**src/rtl/cpu_pkg.sv**
```systemverilog
// Shared CPU definitions: ALU_Control codes for the M-type operations,
// the mul/div FSM state type and the default data width.
package cpu_pkg;

    localparam int XLEN_DEFAULT = 32;

    localparam logic [3:0] ALU_MPY  = 4'b1010;
    localparam logic [3:0] ALU_MPYH = 4'b1011;
    localparam logic [3:0] ALU_DIV  = 4'b1100;
    localparam logic [3:0] ALU_MOD  = 4'b1101;

    typedef enum logic [2:0] {
        S_IDLE,
        S_PREP,
        S_CALC,
        S_FIX,
        S_DONE
    } md_state_e;

    function automatic logic is_muldiv_op(input logic [3:0] code);
        return code inside {ALU_MPY, ALU_MPYH, ALU_DIV, ALU_MOD};
    endfunction

endpackage

```
**src/rtl/muldiv_step.sv**
```systemverilog
// One radix-2 iteration on the shared 2*XLEN accumulator: shift-add for
// multiply (multiplier in the low half), restoring shift-subtract for divide.
module muldiv_step #(
    parameter int XLEN = 32
) (
    input  logic              i_is_div,
    input  logic [2*XLEN-1:0] i_acc,
    input  logic [XLEN-1:0]   i_opnd,
    output logic [2*XLEN-1:0] o_acc
);

    logic [XLEN:0]   w_sum;
    logic [XLEN:0]   w_rem_sh;
    logic            w_fits;
    logic [XLEN-1:0] w_diff;

    assign w_sum    = {1'b0, i_acc[2*XLEN-1:XLEN]} + (i_acc[0] ? {1'b0, i_opnd} : '0);

    // The partial remainder is always below the divisor, so the difference
    // fits in XLEN bits whenever the trial subtraction succeeds.
    assign w_rem_sh = i_acc[2*XLEN-1:XLEN-1];
    assign w_fits   = (w_rem_sh >= {1'b0, i_opnd});
    assign w_diff   = w_rem_sh[XLEN-1:0] - i_opnd;

    assign o_acc = !i_is_div ? {w_sum, i_acc[XLEN-1:1]} :
                   w_fits    ? {w_diff, i_acc[XLEN-2:0], 1'b1} :
                               {w_rem_sh[XLEN-1:0], i_acc[XLEN-2:0], 1'b0};

endmodule

```
**src/rtl/muldiv_unit.sv**
```systemverilog
// Multi-cycle signed MPY/MPYH/DIV/MODULO unit for the EX stage. Fixed
// latency of XLEN+2 cycles from accepted start to the done pulse.
module muldiv_unit
    import cpu_pkg::*;
#(
    parameter int XLEN = XLEN_DEFAULT
) (
    input  logic            clk,
    input  logic            rst_n,
    input  logic            start,
    input  logic [3:0]      ALU_Control,
    input  logic [XLEN-1:0] operand_a,
    input  logic [XLEN-1:0] operand_b,
    input  logic            flush,
    output logic            busy,
    output logic            done,
    output logic [XLEN-1:0] result
);

    localparam int CNT_W = $clog2(XLEN);

    md_state_e         r_state;
    logic [3:0]        r_op;
    logic [XLEN-1:0]   r_a;
    logic [XLEN-1:0]   r_b;
    logic [2*XLEN-1:0] r_acc;
    logic [XLEN-1:0]   r_opnd;
    logic              r_neg;
    logic              r_div0;
    logic [CNT_W-1:0]  r_cnt;
    logic              r_busy;
    logic              r_done;
    logic [XLEN-1:0]   r_result;

    logic              w_is_div;
    logic [XLEN-1:0]   w_abs_a;
    logic [XLEN-1:0]   w_abs_b;
    logic [2*XLEN-1:0] w_acc_next;
    logic [2*XLEN-1:0] w_prod;
    logic [XLEN-1:0]   w_quot;
    logic [XLEN-1:0]   w_rem;
    logic [XLEN-1:0]   w_fix_result;

    assign w_is_div = (r_op == ALU_DIV) || (r_op == ALU_MOD);
    assign w_abs_a  = r_a[XLEN-1] ? -r_a : r_a;
    assign w_abs_b  = r_b[XLEN-1] ? -r_b : r_b;

    muldiv_step #(.XLEN(XLEN)) u_step (
        .i_is_div (w_is_div),
        .i_acc    (r_acc),
        .i_opnd   (r_opnd),
        .o_acc    (w_acc_next)
    );

    assign w_prod = r_neg ? -r_acc : r_acc;
    assign w_quot = r_neg ? -r_acc[XLEN-1:0] : r_acc[XLEN-1:0];
    assign w_rem  = r_neg ? -r_acc[2*XLEN-1:XLEN] : r_acc[2*XLEN-1:XLEN];

    always_comb begin
        w_fix_result = w_rem;
        case (r_op)
            ALU_MPY:  w_fix_result = w_prod[XLEN-1:0];
            ALU_MPYH: w_fix_result = w_prod[2*XLEN-1:XLEN];
            ALU_DIV:  w_fix_result = r_div0 ? '1 : w_quot;
            default:  w_fix_result = w_rem;
        endcase
    end

    always_ff @(posedge clk) begin
        // NOTE: reset is synchronous and clears the datapath registers too, so
        // the unit leaves reset in a fully known state with result = 0.
        if (!rst_n) begin
            r_state  <= S_IDLE;
            r_op     <= '0;
            r_a      <= '0;
            r_b      <= '0;
            r_acc    <= '0;
            r_opnd   <= '0;
            r_neg    <= 1'b0;
            r_div0   <= 1'b0;
            r_cnt    <= '0;
            r_busy   <= 1'b0;
            r_done   <= 1'b0;
            r_result <= '0;
        end else begin
            r_done <= 1'b0;
            case (r_state)
                S_IDLE, S_DONE: begin
                    if (start && !flush && is_muldiv_op(ALU_Control)) begin
                        r_op    <= ALU_Control;
                        r_a     <= operand_a;
                        r_b     <= operand_b;
                        r_busy  <= 1'b1;
                        r_state <= S_PREP;
                    end else begin
                        r_state <= S_IDLE;
                    end
                end
                S_PREP: begin
                    if (flush) begin
                        r_busy  <= 1'b0;
                        r_state <= S_IDLE;
                    end else begin
                        // Multiply keeps the multiplier in the low half; divide
                        // keeps the dividend there and shifts quotient bits in.
                        r_acc   <= w_is_div ? {{XLEN{1'b0}}, w_abs_a} : {{XLEN{1'b0}}, w_abs_b};
                        r_opnd  <= w_is_div ? w_abs_b : w_abs_a;
                        r_neg   <= (r_op == ALU_MOD) ? r_a[XLEN-1] : (r_a[XLEN-1] ^ r_b[XLEN-1]);
                        r_div0  <= (r_b == '0);
                        r_cnt   <= CNT_W'(XLEN - 1);
                        r_state <= S_CALC;
                    end
                end
                S_CALC: begin
                    if (flush) begin
                        r_busy  <= 1'b0;
                        r_state <= S_IDLE;
                    end else begin
                        r_acc <= w_acc_next;
                        if (r_cnt == '0) begin
                            r_state <= S_FIX;
                        end else begin
                            r_cnt <= r_cnt - 1'b1;
                        end
                    end
                end
                S_FIX: begin
                    r_busy  <= 1'b0;
                    r_state <= S_IDLE;
                    if (!flush) begin
                        r_result <= w_fix_result;
                        r_done   <= 1'b1;
                        r_state  <= S_DONE;
                    end
                end
                default: begin
                    r_busy  <= 1'b0;
                    r_state <= S_IDLE;
                end
            endcase
        end
    end

    assign busy   = r_busy;
    assign done   = r_done;
    assign result = r_result;

endmodule

```
**config.mk**
```make
export PLATFORM = sky130hd
export DESIGN_NAME = muldiv_unit
export DESIGN_NICKNAME = d
export VERILOG_FILES = /design/src/rtl/cpu_pkg.sv /design/src/rtl/muldiv_step.sv /design/src/rtl/muldiv_unit.sv
export SDC_FILE = /design/constraint.sdc
export NUM_CORES = 1
export LEC_CHECK = 0
export CAP_MARGIN = 40
export CORE_UTILIZATION = 40
export CTS_CLUSTER_DIAMETER = 60
export DETAILED_ROUTE_END_ITERATION = 12
export HOLD_SLACK_MARGIN = 0.12
export MAX_ROUTING_LAYER = met4
export PLACE_DENSITY = 0.55
export SLEW_MARGIN = 10
export SYNTH_ARGS = -nofsm -noshare
export SYNTH_HDL_FRONTEND = slang
export SYNTH_HIERARCHICAL = 1
export SYNTH_SLANG_ARGS = --single-unit
```
**constraint.sdc**
```tcl
create_clock -name clk -period 5.9 [get_ports clk]
set_clock_uncertainty 0.15 [all_clocks]
set_input_delay 1.77 -clock clk [delete_from_list [all_inputs] [get_ports clk]]
set_output_delay 1.77 -clock clk [all_outputs]
set_load 0.05 [all_outputs]
```
==> run_results.csv, run 1 <==
group,metric,value,unit
run_status,outcome,"complete, no violations",
power,ir_drop,0.000196,V
clock_tree,clk-insertion-delay-late,0.58,ns
floorplanning,initial_core_util,0.406,
synthesis,syn_area_per_cell,7.34,um2
routing,drt_iter0_markers,1679,
routing,ant_nets,0,
clock_tree,cts_hold_buf,0,
clock_tree,root_buffer,"clkbuf_16",
finish,layout.cells.non_filler,2825,
clock_tree,cts_tree,"done",
flow_run,maxCapViolations,0,
clock_tree,cts_resized,0,
global_route,first_global_vias,15600,
worst_setup_path,start_kind,"input port",
sta,fin_crit_sh,0.719,
clock_tree,ctsLongestPathBuffers,3,
hold_path,hold_path_class,"reg -> reg",
sta,fin_ws,1.66,ns
finish,areaGrowthSynthToFinish,14.7,%
clock_tree,cts_setup_buffers,0,
sta,max-slew-margin-rel,0.414,
routing,first_pass_iters,6,
clock_tree,clkSinkCount,208,
placed_design,dp_hpwl,45200,um
synthesis,ys_ff_latch,208,
routing,drc,0,
synthesis,async_flop_share,0,
routing,avgRoutedWirePerCell,21.4,um
synthesis,syn-cell-area,16600,um2
synthesis,yosysUniqueCellTypes,87,
worst_setup_path,arrival,4.53,ns
sta,worst_hold_slack,0.306,ns
synthesis,synth_ff_type,"dfxtp_1",
worst_setup_path,worstPathRequired,6.19,ns
sta,grt_setup_unrepaired,"no",
sta,hold_viol,0,
floorplanning,rows,74,
floorplanning,die_area,42300,um2
finish,insertedDiodeCount,0,
clock_tree,clk_pin_slew,0.06,ns
global_route,grt_pass1_wl,92500,um
placed_design,place_congestion,0.957,
placed_design,port_buffers,105,
worst_setup_path,worstPathMaxFanout,16,
finish,post_route_cells_drive_above_1_share,0.0785,
synthesis,yosys_warnings,6,
worst_setup_path,end_kind,"flip-flop",
synthesis,ys_seq_area_frac,0.251,
clock_tree,cts_buffers,29,
floorplanning,io_pins,106,
power,powerDensity,199,nW/um2
global_route,overflow,0,
routing,vias_per_cell,6.02,
global_route,grt_antenna_before_repair,0,
synthesis,synth_fp_nets,2406,
finish,nNetsFinal,2415,
sta,tightest_slew,0.876,ns
sta,drv_slew,0,
sta,setup_violations,0,
sta,min_period,4.24,ns
floorplanning,die-height,206,um
floorplanning,core-area,40900,um2
synthesis,synthCells,2262,
sta,fmax,236,MHz
synthesis,synth_edf_count,0,
placed_design,pre_cts_ws,1.14,ns
sta,setup_tns,0,ns
worst_setup_path,crit_type,"in -> reg",
routing,vias,17005,
power,p_leak,7.48,nW
clock_tree,ctsHtreeMaxLevel,1,
floorplanning,dieWidth,206,um
placed_design,place_inst,2772,
routing,wirelength,60400,um
global_route,grt_max_degree,73,
global_route,track_usage,0.289,
==> metal layers <==
metal  up-vias  part of all wire  global-route usage  routed length (um)
li1       8218                 -                   -                   -
met1      8073              0.45               0.388               27500
met2       616              0.44               0.446               26800
met3        98             0.063              0.0318                3790
met4         0             0.038               0.102                2320
met5         -                 0                   -                   0
==> critical path, stage by stage <==
cell and delay [ns]:
clkdlybuf4s50_1 0.56, nor2_1 0.24, and3_1 0.65, nand2_1 0.52
a21oi_1 0.26, o21ai_0 0.10, a2111oi_0 0.35, nor2_1 0.07
==> cells by family after synthesis <==
family | after synthesis | synth area share
AND/OR/NAND/NOR | 775 | 0.226
XOR/XNOR | 176 | 0.0928
multiplexers | 64 | 0.0414
adder cells (fa/ha/maj) | 72 | 0.0552
AO/OA/AOI/OAI | 745 | 0.281
flip-flops | 208 | 0.251
buffers and inverters | 222 | 0.0526
==> cells in the final DEF, fill, tap and decap left out, types with 16 or more instances in the layout <==
| cell type | n |
|---|---|
| a22oi_1 | 33 |
| nand2b_1 | 18 |
| xnor2_1 | 98 |
| ha_1 | 70 |
| and2_1 | 38 |
| nor3_1 | 33 |
| nor4_1 | 29 |
| nor2_1 | 151 |
| mux2_2 | 37 |
| nand2_1 | 313 |
| clkdlybuf4s50_1 | 104 |
| buf_4 | 24 |
| xor2_1 | 78 |
| o21ai_0 | 179 |
| dfxtp_1 | 207 |
| inv_1 | 64 |
| a31oi_1 | 29 |
| o31ai_1 | 22 |
| mux2i_1 | 27 |
| nand3_1 | 47 |
| a21o_1 | 27 |
| nand4_1 | 16 |
| or3_1 | 29 |
| clkbuf_16 | 29 |
| o211ai_1 | 27 |
| a211oi_1 | 34 |
| and3_1 | 22 |
| a21oi_1 | 243 |
==> synth_stat cells (27+ instances only) <==
| cell type | instances | area share |
|---|---|---|
| a211oi_1 | 34 | 0.015 |
| a21o_1 | 27 | 0.012 |
| a21oi_1 | 243 | 0.073 |
| a22oi_1 | 33 | 0.015 |
| a31oi_1 | 29 | 0.011 |
| and2_1 | 38 | 0.014 |
| clkbuf_1 | 131 | 0.030 |
| dfxtp_1 | 208 | 0.25 |
| ha_1 | 70 | 0.053 |
| inv_1 | 65 | 0.015 |
| mux2_2 | 37 | 0.025 |
| mux2i_1 | 27 | 0.016 |
| nand2_1 | 313 | 0.071 |
| nand3_1 | 47 | 0.014 |
| nor2_1 | 153 | 0.035 |
| nor3_1 | 33 | 0.0099 |
| nor4_1 | 29 | 0.011 |
| o211ai_1 | 27 | 0.012 |
| o21ai_0 | 179 | 0.054 |
| or3_1 | 29 | 0.011 |
| xnor2_1 | 98 | 0.052 |
| xor2_1 | 78 | 0.041 |
==> area by class of cell <==
class	instances	area, um2
inverter	67	256
clock buffer	35	798
fill	4213	21900
timing repair buffer	133	1290
clock inverter	18	275
tap	532	666
sequential	208	4170
multi-input combinational	1832	11600
==> report_power, final <==
| part | switching, mW | internal, mW | total [mW] |
|---|---|---|---|
| sequential | 0.0277 | 1.42 | 1.45 |
| combinational | 0.244 | 0.157 | 0.401 |
| clock | 0.708 | 1.23 | 1.94 |
==> stage by stage <==
step / utilization / area [um2] / power, mW
after floorplan: - / 16600 / 1.74
after global placement: 0.438 / 17900 / 1.87
after detailed placement: 0.439 / 18000 / 1.88
after CTS: 0.465 / 19000 / 3.81
after global routing: 0.465 / 19000 / 3.91
final: 0.465 / 19000 / 3.79
==> final timing paths <==
check | startpoint | endpoint | slack, ns | depth (start not counted)
min reg2reg | r_b[31] | r_b[31] | 0.31 | 2
max reg2reg | r_acc[0] | r_acc[62] | 1.70 | 13
min | r_b[31] | r_b[31] | 0.31 | 2
max | flush | result[30] | 1.66 | 8
==> state kept, by name, indices dropped and copies added, names as in the netlist, 3 cells and up <==
signal   flops
r_b         32
r_state      3
r_opnd      32
r_acc       64
r_op         4
result      32
r_a         32
r_cnt        5
No activity file was read; power rests on OpenSTA's default activity.
==> run 2: changes to the inputs <==
- PLACE_DENSITY: 0.55 -> 0.57
- clock period: 5.9 -> 3.6 ns (I/O delays scaled with it)
==> run_results.csv, run 2 (synthesized netlist as in run 1, its figures left out) <==
group,metric,value,unit
placed_design,place_congestion,1.01,
finish,layout.cells.non_filler,2954,
hold_path,hold_path_class,"reg -> reg",
worst_setup_path,start_kind,"flip-flop",
floorplanning,die-height,206,um
clock_tree,cts_hold_buf,0,
sta,fin_ws,0.120,ns
floorplanning,rows,74,
sta,max-slew-margin-rel,0.382,
worst_setup_path,worstPathMaxFanout,32,
routing,avgRoutedWirePerCell,22.3,um
global_route,grt_antenna_before_repair,1,
sta,fin_crit_sh,0.967,
floorplanning,core-area,40900,um2
power,ir_drop,0.000262,V
routing,drc,0,
power,p_leak,8.16,nW
finish,utilization,0.492,
worst_setup_path,crit_type,"reg -> reg",
finish,post_route_cells_drive_above_1_share,0.129,
run_status,outcome,"complete, no violations",
sta,setup_violations,0,
floorplanning,die_area,42300,um2
clock_tree,cts_tree,"done",
placed_design,port_buffers,105,
finish,final_cell_mix,"313 x nand2_1, 242 x a21oi_1, 207 x dfxtp_1",
routing,first_pass_iters,6,
clock_tree,clkSinkCount,208,
placed_design,placed_area,19000,um2
routing,wirelength,65900,um
power,p_total,6.42,mW
global_route,first_global_vias,16538,
sta,setup_tns,0,ns
finish,final_common_cell,"nand2_1",
finish,largest_register_ff_count,64,
routing,drt_iter0_markers,1882,
sta,fmax,287,MHz
worst_setup_path,end_kind,"flip-flop",
sta,drv_slew,0,
sta,tightest_slew,0.923,ns
flow_run,maxCapViolations,0,
floorplanning,dieWidth,206,um
placed_design,pre_cts_ws,0.0762,ns
routing,ant_nets,0,
clock_tree,root_buffer,"clkbuf_16",
clock_tree,ctsHtreeMaxLevel,2,
placed_design,place_inst,2892,
sta,grt_setup_unrepaired,"yes",
worst_setup_path,arrival,3.75,ns
finish,largest-register,"r_acc",
sta,min_period,3.48,ns
finish,final_area,20100,um2
global_route,grt_pass1_wl,99200,um
clock_tree,ctsLongestPathBuffers,3,
finish,areaGrowthSynthToFinish,21.3,%
clock_tree,clk_pin_slew,0.06,ns
finish,nNetsFinal,2541,
worst_setup_path,worstPathRequired,3.87,ns
finish,fillCellCount,4098,
routing,vias,17991,
global_route,overflow,0,
global_route,track_usage,0.318,
placed_design,dp_hpwl,50000,um
routing,vias_per_cell,6.09,
sta,worst_hold_slack,0.296,ns
global_route,grt_max_degree,69,
floorplanning,initial_core_util,0.406,
clock_tree,cts_buffers,35,
clock_tree,clk-insertion-delay-late,0.56,ns
power,powerDensity,319,nW/um2
floorplanning,io_pins,106,
sta,hold_viol,0,
==> run 2: cell types whose count changed in the layout (fill, tap and decap cells not counted), sizes merged <==
cell / delta
clkbuf: +10
bufinv: -4
diode: +1
buf: +120
clkinv: +2
==> run 2: path summary, 6_finish.rpt <==
path / from / endpoint / slack, ns / depth (start not counted)
min: result[1] / result[1] / 0.30 / 2
max reg2reg: r_opnd[27] / r_acc[38] / 0.12 / 16
min reg2reg: result[1] / result[1] / 0.30 / 2
max: r_opnd[27] / r_acc[38] / 0.12 / 16
==> run 2: repair_timing <==
| action | CTS | global route |
|---|---|---|
| gates resized for setup | 0 | 10 |
| setup endpoints to repair | 0 | 8 |
| setup buffers | 0 | 0 |
==> run 2: where the power goes <==
part,switching (mW),internal (mW)
Combinational,0.431,0.284
Clock,1.27,2.06
Sequential,0.0422,2.33
==> run 2: layer usage <==
layer,up-vias,part of all wire,track usage
li1,8487,-,-
met1,8531,0.44,0.421
met2,823,0.43,0.464
met3,150,0.083,0.0543
met4,0,0.052,0.161
met5,-,0,-
==> run 2: layout make-up <==
cell class,instances,area [um2],area share
diodes,1,2.50,0.000124
clock buffers,45,975,0.0484
clock inverters,16,161,0.00802
inverters,67,256,0.0127
multi-input cells,1832,11600,0.577
flip-flops and latches,208,4170,0.207
well taps,532,666,0.0331
repair buffers,253,2280,0.113
==> run 2: critical path: stages, from the launching register on <==
cell and delay (ns):
dfxtp_1 0.43, inv_1 0.08, ha_1 0.38, and3_1 0.22
buf_4 0.15, nand3_1 0.17, nor4_1 0.32, buf_4 0.19
nor4_4 0.04, buf_4 0.15, nand3_4 0.10, buf_12 0.21
buf_4 0.15, mux2i_1 0.25, a21oi_2 0.11, nand3_1 0.13
a21oi_1 0.09
==> edit (settings of run 2) <==
Register the inputs `start`, `ALU_Control`, `operand_a`, `operand_b` and `flush` before use, with the module's reset. The logic sees them one clock later. Comments in the files are not updated.
--- a/src/rtl/muldiv_unit.sv
+++ b/src/rtl/muldiv_unit.sv
@@ -19,4 +19,26 @@
 
     localparam int CNT_W = $clog2(XLEN);
+
+    logic start_q;
+    logic [3:0] ALU_Control_q;
+    logic [XLEN-1:0] operand_a_q;
+    logic [XLEN-1:0] operand_b_q;
+    logic flush_q;
+
+    always_ff @(posedge clk) begin
+        if (!rst_n) begin
+            start_q       <= '0;
+            ALU_Control_q <= '0;
+            operand_a_q   <= '0;
+            operand_b_q   <= '0;
+            flush_q       <= '0;
+        end else begin
+            start_q       <= start;
+            ALU_Control_q <= ALU_Control;
+            operand_a_q   <= operand_a;
+            operand_b_q   <= operand_b;
+            flush_q       <= flush;
+        end
+    end
 
     md_state_e         r_state;
@@ -87,8 +109,8 @@
             case (r_state)
                 S_IDLE, S_DONE: begin
-                    if (start && !flush && is_muldiv_op(ALU_Control)) begin
-                        r_op    <= ALU_Control;
-                        r_a     <= operand_a;
-                        r_b     <= operand_b;
+                    if (start_q && !flush_q && is_muldiv_op(ALU_Control_q)) begin
+                        r_op    <= ALU_Control_q;
+                        r_a     <= operand_a_q;
+                        r_b     <= operand_b_q;
                         r_busy  <= 1'b1;
                         r_state <= S_PREP;
@@ -98,5 +120,5 @@
                 end
                 S_PREP: begin
-                    if (flush) begin
+                    if (flush_q) begin
                         r_busy  <= 1'b0;
                         r_state <= S_IDLE;
@@ -113,5 +135,5 @@
                 end
                 S_CALC: begin
-                    if (flush) begin
+                    if (flush_q) begin
                         r_busy  <= 1'b0;
                         r_state <= S_IDLE;
@@ -128,5 +150,5 @@
                     r_busy  <= 1'b0;
                     r_state <= S_IDLE;
-                    if (!flush) begin
+                    if (!flush_q) begin
                         r_result <= w_fix_result;
                         r_done   <= 1'b1;
Formal check against the unedited RTL: not equivalent (Yosys sat finds a counterexample within 4 cycles, from zero or initial values and one cycle with rst_n low).
==> edit against run 2 <==
Power up 11%. Sequential cell count up 70. Final area up 10%. Synthesized area up 11%. First-iteration DRC count down 14%. Wire length up 1.2%. Worst setup slack worse by 0.032 ns. Worst hold slack worse by 0.026 ns. Critical endpoint is now r_acc[63]$_SDFFE_PN0P_.
==> edit: results (changes against run 2) <==
Run status
  – Status: completed

Placed design
  – DP Wirelength: 50900 um (+1.8%)
  – DP Worst Slack: 0.0747 ns (-0.00147 ns)
  – Routability cong.: 0.996 (-1.2%)
  – Placed cell areas: 20700 um^2 (+9.4%)

Floorplanning
  – Core ar.: 45400 um^2 (+11%)

Cells and area
  – NonClk Buf Share: 10.4% (-0.92 points)
  – Clock buf/inv share: 5.21% (-0.43 points)
  – Inverters: 68 (+1.5%)
  – Share of layout cells above drive strength 1: 13.5% (+0.63 points)
  – Fraction of area in multi-input gates: 54.6% (-3.1 points)
  – Final std cells w/o fill: 3124 (+5.8%)
  – FF/Latch Area: 5580 um^2 (+34%)
  – Filler cell count: 4510 (+10%)

Pwr
  – NetSw: 1.75 mW (+0.30%)
  – Total leakage power: 8.94 nW (+9.7%)
  – Worst VDD drop: 0.346 mV (+32%)

Worst setup path
  – Critical path's slowest cell: a221o_1
  – Worst path arrival time: 3.77 ns (+0.02 ns)

Timing
  – Worst slew pin tran: 0.844 ns (-0.0788 ns)

Logic synthesis
  – Synthesized Nets: 2520 (+4.7%)
  – Post-synth top cells: nand2_1, dfxtp_1, a21oi_1
  – Compound-gate portion of the synthesized area: 24.8% (-3.4 points)
  – Synthesized-area fraction occupied by adder cells: 4.97% (-0.54 points)
  – Sequential fraction of the synthesis area: 30.2% (+5.1 points)
  – Yosys cell types: 90 (+3.4%)

Clocking
  – TritonCTS Buffers: 36 (+2.9%)

GRT
  – Met3 usage: 4.27% (-1.2 points)
  – Total GRT Usage: 28.6% (-3.3 points)
  – Vias in the first global route: 16900 (+2.1%)
  – Grt met2 use: 43.4% (-3.1 points)
edit: cell types whose count changed after synthesis, moves of 19 or more:
cell,run 2,this run
a21oi_1,243,214
nand2_1,313,294
o21ai_0,179,143
dfxtp_1,208,278
o31ai_1,22,42
and2_1,38,105
edit: what timing repair did:
item | 4_1_cts | 5_1_grt
resized for setup | 0 | 48
buffers inserted | 0 | 2
hold buffers | 0 | 0
setup endpoints to repair | 0 | 17
edit: tightest hold or removal path, delay by kind of cell (launching register included):
kind	cells	cell delay (ns)
flops	1	0.29
simple gates	1	0.05
compound gates	1	0.05
edit: worst paths after layout:
kind | start | endpoint | slack [ns] | depth (start not counted)
max | r_acc[0]$_SDFFE_PN0P_ | r_acc[63]$_SDFFE_PN0P_ | 0.09 | 15
min | operand_a_q[7]$_SDFF_PN0_ | r_a[7]$_SDFFE_PN0P_ | 0.27 | 2
max reg2reg | r_acc[0]$_SDFFE_PN0P_ | r_acc[63]$_SDFFE_PN0P_ | 0.09 | 15
min reg2reg | operand_a_q[7]$_SDFF_PN0_ | r_a[7]$_SDFFE_PN0P_ | 0.27 | 2
edit: power by group through the flow:
| stage | registers, mW | clock network, mW | logic [mW] |
|---|---|---|---|
| after floorplan | 3.22 | 0 | 0.292 |
| after global placement | 3.23 | 0 | 0.471 |
| after detailed placement | 3.23 | 0 | 0.473 |
| after CTS | 3.16 | 3.60 | 0.475 |
| after global routing | 3.16 | 3.72 | 0.521 |
| final | 3.16 | 3.52 | 0.479 |
edit: routing by layer:
metal | vias to the layer above | wire [um]
li1 | 8774 | -
met2 | 623 | 29500
met4 | 0 | 2750
met1 | 8568 | 30400
met5 | - | 0
met3 | 112 | 4140
